File: src/rtl/cache_controller_burst.sv
// Cache line controller: hit handling, dirty-victim writeback burst, line refill burst
// and optional write-through of CPU stores, with a shared beat counter for both bursts.
module cache_controller_burst #(
    parameter int  WORDS_PER_LINE = 4,
    parameter int  WRITE_THROUGH  = 0,
    localparam int BW             = $clog2(WORDS_PER_LINE)
) (
    input  logic          clk,
    input  logic          rst,
    input  logic          req_valid,
    input  logic          req_type,
    input  logic          hit,
    input  logic          dirty_bit,
    input  logic          ready_mem,
    output logic          read_en_mem,
    output logic          write_en_mem,
    output logic          read_en_cache,
    output logic          write_en_cache,
    output logic          refill,
    output logic [BW-1:0] beat_idx,
    output logic          done_cache,
    output logic          busy
);

    typedef enum logic [2:0] {
        IDLE      = 3'd0,
        COMPARE   = 3'd1,
        WRITEBACK = 3'd2,
        ALLOCATE  = 3'd3,
        WT_WRITE  = 3'd4
    } state_t;

    localparam logic [BW-1:0] LAST_BEAT = BW'(WORDS_PER_LINE - 1);
    localparam bit            WT        = (WRITE_THROUGH != 0);

    state_t        state_q, state_d;
    logic [BW-1:0] cnt_q, cnt_d;

    always_ff @(posedge clk) begin
        if (rst) begin
            state_q <= IDLE;
            cnt_q   <= '0;
        end else begin
            state_q <= state_d;
            cnt_q   <= cnt_d;
        end
    end

    always_comb begin
        state_d        = state_q;
        cnt_d          = cnt_q;
        read_en_mem    = 1'b0;
        write_en_mem   = 1'b0;
        read_en_cache  = 1'b0;
        write_en_cache = 1'b0;
        refill         = 1'b0;
        done_cache     = 1'b0;
        case (state_q)
            IDLE: begin
                if (req_valid) state_d = COMPARE;
            end
            COMPARE: begin
                if (hit) begin
                    if (!req_type) begin
                        read_en_cache = 1'b1;
                        done_cache    = 1'b1;
                        state_d       = IDLE;
                    end else begin
                        write_en_cache = 1'b1;
                        if (WT) begin
                            state_d = WT_WRITE;
                        end else begin
                            done_cache = 1'b1;
                            state_d    = IDLE;
                        end
                    end
                end else begin
                    cnt_d   = '0;
                    state_d = (dirty_bit && !WT) ? WRITEBACK : ALLOCATE;
                end
            end
            WRITEBACK: begin
                write_en_mem  = 1'b1;
                read_en_cache = 1'b1;
                if (ready_mem) begin
                    cnt_d = cnt_q + 1'b1;
                    if (cnt_q == LAST_BEAT) begin
                        cnt_d   = '0;
                        state_d = ALLOCATE;
                    end
                end
            end
            ALLOCATE: begin
                read_en_mem = 1'b1;
                refill      = ready_mem;
                if (ready_mem) begin
                    // Counter wraps to zero on the last beat, leaving it clean for the re-compare.
                    cnt_d = cnt_q + 1'b1;
                    if (cnt_q == LAST_BEAT) state_d = COMPARE;
                end
            end
            WT_WRITE: begin
                write_en_mem = 1'b1;
                if (ready_mem) begin
                    done_cache = 1'b1;
                    state_d    = IDLE;
                end
            end
            default: begin
                state_d = IDLE;
                cnt_d   = '0;
            end
        endcase
    end

    assign beat_idx = cnt_q;
    assign busy     = (state_q != IDLE);

endmodule
File: config.mk
export PLATFORM = sky130hd
export DESIGN_NAME = cache_controller_burst
export DESIGN_NICKNAME = d
export VERILOG_FILES = /design/src/rtl/cache_controller_burst.sv
export SDC_FILE = /design/constraint.sdc
export NUM_CORES = 1
export LEC_CHECK = 0
export ABC_AREA = 1
export CORE_AREA = 2 2 39 41
export CTS_CLUSTER_DIAMETER = 40
export DETAILED_ROUTE_END_ITERATION = 6
export DIE_AREA = 0 0 41 43
export GPL_TIMING_DRIVEN = 1
export REMOVE_ABC_BUFFERS = 1
export SLEW_MARGIN = 10
export SYNTH_ARGS = -nofsm -noshare
export SYNTH_HDL_FRONTEND = slang
export SYNTH_SLANG_ARGS = --single-unit
File: constraint.sdc
create_clock -name clk -period 1.61 [get_ports clk]
set_input_delay 0.2415 -clock clk [delete_from_list [all_inputs] [get_ports clk]]
set_output_delay 0.2415 -clock clk [all_outputs]
set_load 0.1 [all_outputs]
-- After elaboration in Yosys (flattened, before gate mapping)
Cells that the tools add are included.
- eq/ne operators: 12
- reduce and logical (&&, ||, !) cells: 6
- muxes and demuxes: 26
- bitwise gates (word level): 1
- $add $sub $neg: 1
- operator list (cell ; number):
    two-way mux 3 bit ; 6
    case mux 3 bit (5 select lines) ; 1
    inequality test 2 bit, second input constant ; 7
    two-way mux 1 bit ; 11
    two-way mux 2 bit ; 5
    case mux 2 bit (4 select lines) ; 1
    equality test 3 x 2 -> 1 bit, second input constant ; 2
    AND reduction 6 bit ; 1
    case mux 1 bit (2 select lines) ; 2
    AND reduction 4 bit ; 1
    OR reduction 2 bit ; 2
    equality test 3 x 1 -> 1 bit, second input constant ; 1
    equality test 3 bit, second input constant ; 1
    logical NOT 3 bit ; 1
    nonzero test 3 bit ; 1
    adder 2 x 1 -> 2 bit, second input constant ; 1
    equality test 2 bit, second input constant ; 1
    inverter 1 bit ; 1
- register bits after elaboration: 5
- logic and storage cells: 48

-- Depth between registers and ports, before layout
- depth after elaboration: 4
- gate-level depth with buffers: 7

-- Worst setup path before layout
No wires, ideal clock.
- path type: register to output
- start point: register state_q[0]
- end point: output port read_en_cache
- data arrival time: 2162 ps
- cell stages (with the launch flop): 4
- setup slack: -794 ps
- cell sequence: dfxtp_1 -> inv_1 -> ha_1 -> o21a_1
- cells in the longest elaborated chain, start to end: 2
- elaborated cells on any way between the ends: 3
- ends and longest elaborated chain (item ; RTL line ; text):
    from (decl) ; 36 ; state_t state_q, state_d;
    from (signal assigned) ; 44 ; state_q <= state_d;
    equality test 3 x 2 -> 1 bit or equality test 3 x 1 -> 1 bit (tied branches) ; 58 ; case (state_q)
    case mux 1 bit (2 select lines) (*) ; 58 ;
    to (decl) ; 17 ; output logic read_en_cache,
Every way passes the cells marked *; elsewhere a longest branch is shown, timed or not.

-- Worst setup path in the final report
- start point: register state_q[1]
- end point: output port read_en_cache
The elaborated chain is that of the path after synthesis.

==> impl_metrics.env <==
export IMPL_max_freq_mhz=660
export IMPL_crit_type="reg2out"
export IMPL_holdPathStages=4
export IMPL_synth_cell_area_um2=383
export IMPL_ys_seq_area_share_pct=20.9
export IMPL_setup_viol=0
export IMPL_cp_cell_sequence="inv_4 -> ha_4 -> nand2_2 -> nor2_1 -> o21a_1 -> buf_12"
export IMPL_synthMuxAreaShare_pct=0
export IMPL_cts_root_buf="clkbuf_4"
export IMPL_rsz0062_at_grt="no"
export IMPL_relSlewSlack_pct=83.5
export IMPL_crit_path_max_incr_delay_ns=0.36
export IMPL_diodes=0
export IMPL_tightest_slew_ns=0.247
export IMPL_finalWorstSetupSlack_ns=0.0943
export IMPL_worstSetupPathDepth=6
export IMPL_dieHeight_um=43
export IMPL_gp_congestion=0.789
export IMPL_portBuffers=15
export IMPL_avgSynthCellArea_um2=6.49
export IMPL_synth_seq_cells=4
export IMPL_clkSlewWorstSetupHoldPaths_ns=0.04
export IMPL_netlist_instances=59
export IMPL_maxSlewViolCount=0
export IMPL_clock_path_buffers=2
export IMPL_first_global_vias=310
export IMPL_status="complete, no violations"
export IMPL_grt_antenna_before_repair=0
export IMPL_post_cts_buffers=0
export IMPL_path_buf_inv=2
export IMPL_dpl_hpwl_um=668
export IMPL_holdBufCountCts=0
export IMPL_period_share_pct=94.1
export IMPL_finalNetCount=95
export IMPL_crit_fanout=5
export IMPL_setup_tns_ns=0
export IMPL_hp_class="reg2reg"
export IMPL_remaining_drc_errors=0
export IMPL_crit_required_ns=1.37
export IMPL_cts_tree="yes"
export IMPL_initial_core_util_pct=27.7
export IMPL_cp_end_kind="output port"
export IMPL_fp_dieArea_mm2=0.00176
export IMPL_vias=386
export IMPL_finClkSkew_ns=0.00511
export IMPL_final_util_pct=50.5
export IMPL_hold_violations=0
export IMPL_cts_inserted_buffers=3
export IMPL_avgRoutedWirePerCell_um=7.84
export IMPL_maxCapViolations=0
export IMPL_row_count=14
export IMPL_core_mm2=0.00138
export IMPL_fin_area_um2=698
export IMPL_synthToLayoutAreaGrowth_pct=82.4
export IMPL_gr_usage_all_layers_pct=9.93
export IMPL_grt_pass1_wl_um=1170
export IMPL_io_pins=16
export IMPL_grt_max_degree=6
export IMPL_drt_wl_total_um=737
export IMPL_cts_sinks=4
export IMPL_cp_arrival_ns=1.27
export IMPL_synthAdderAreaFrac_pct=26.1
export IMPL_drt_iter0_markers=2
export IMPL_period_needed_ns=1.52
export IMPL_yosysWarnings=0
export IMPL_synth_cell_types=14
export IMPL_yosys_area_share_xor_xnor_pct=0
export IMPL_synth_compound_gate_area_share_pct=13.4
export IMPL_ant_nets=0
export IMPL_synth_top_family_by_area="simple AND/OR/NAND/NOR gates"
export IMPL_first_pass_iters=4
export IMPL_grt_overflow=0
export IMPL_cts_max_level=1
export IMPL_place_ws_ns=0.104
export IMPL_synth_simple_area_share_pct=27.8
export IMPL_clock_latency_ns=0.23
export IMPL_placed_area_um2=651
export IMPL_startpoint_type="flip-flop"
export IMPL_r2r_cells=7
export IMPL_routed_via_density=4.11
export IMPL_slowest_stage="dfxtp_4"
export IMPL_crit_family="flip-flops"
export IMPL_final_layout_size_suffix_gt1_share_pct=29.5
export IMPL_die_width_um=41
kinds of logic (layout without fill, tap and decap cells):
family / Yosys count / count (layout)
AO/OA/AOI/OAI: 8 / 8
buffers and inverters: 12 / 31
flip-flops: 4 / 4
AND/OR/NAND/NOR: 27 / 27
adder cells (fa/ha/maj): 8 / 8
state kept, by name, indices dropped and copies added (netlist names):
| name | flops |
|---|---|
| beat_idx | 2 |
| state_q | 2 |
timing repair:
| item | 4_1_cts | 5_1_grt |
|---|---|---|
| pin swaps | 0 | 1 |
| resized for setup | 4 | 6 |
| setup endpoints to repair | 1 | 1 |
per-layer routing:
metal	track usage, %	share of wire (%)	routed length [um]
met1	12.2	46	339
met2	13.4	51	375
met3	4.71	2.8	21
met4	6.00	0	0
met5	0	0	0
tightest hold or removal path, stage by stage (launching register included):
cell and delay [ns]:
dfxtp_1 0.34, inv_1 0.06, nand2_1 0.05, nand2_1 0.05
nor2_1 0.03
synthesized netlist by cell type:
master | number | share of area, %
o21bai_1 | 1 | 2.0
o21a_1 | 2 | 3.9
o21ai_2 | 1 | 2.3
nand2_1 | 15 | 15
clkinv_1 | 1 | 0.98
nor2_1 | 10 | 9.8
inv_2 | 2 | 2.0
inv_1 | 9 | 8.8
a21oi_1 | 2 | 2.6
o21ai_0 | 2 | 2.6
nand2_2 | 1 | 1.6
dfxtp_1 | 4 | 21
ha_1 | 8 | 26
and3_1 | 1 | 1.6
final timing paths:
| path | startpoint | slack (ns) | to |
|---|---|---|---|
| setup reg to reg | state_q[0] | 0.36 | beat_idx[0] |
| hold / removal | beat_idx[1] | 0.57 | beat_idx[1] |
| hold reg to reg | beat_idx[1] | 0.57 | beat_idx[1] |
| setup / recovery | state_q[1] | 0.09 | read_en_cache |
through the flow:
step | hold slack, ns | std cells
6_report | 0.573 | 94
5_1_grt | 0.605 | 94
4_1_cts | 0.571 | 94
3_5_place_dp | 0.564 | 91
3_3_place_gp | 0.569 | 91
2_1_floorplan | 0.394 | 59
cell usage in the layout, fill, tap and decap left out:
cell	instances
a21oi_1	2
clkbuf_4	3
inv_1	7
and3_1	1
nor2_1	10
o21ai_0	2
clkinv_1	1
buf_12	9
buf_4	1
nand2_2	2
dfxtp_1	2
o21ai_2	1
ha_4	1
nand2_1	14
ha_1	7
inv_2	3
dfxtp_4	2
o21a_1	2
o21bai_1	1
inv_4	1
clkdlybuf4s50_1	6
area by class of cell:
type / instances / area (um^2)
clock buffer: 3 / 22.5
timing repair buffer: 16 / 248
multi-input combinational: 43 / 273
tap: 16 / 20.0
fill: 145 / 686
sequential: 4 / 87.6
inverter: 12 / 47.5
Power is left out: the tool's default activity adds up to more than one toggle a clock period on the data nets, which glitch-free logic cannot reach.
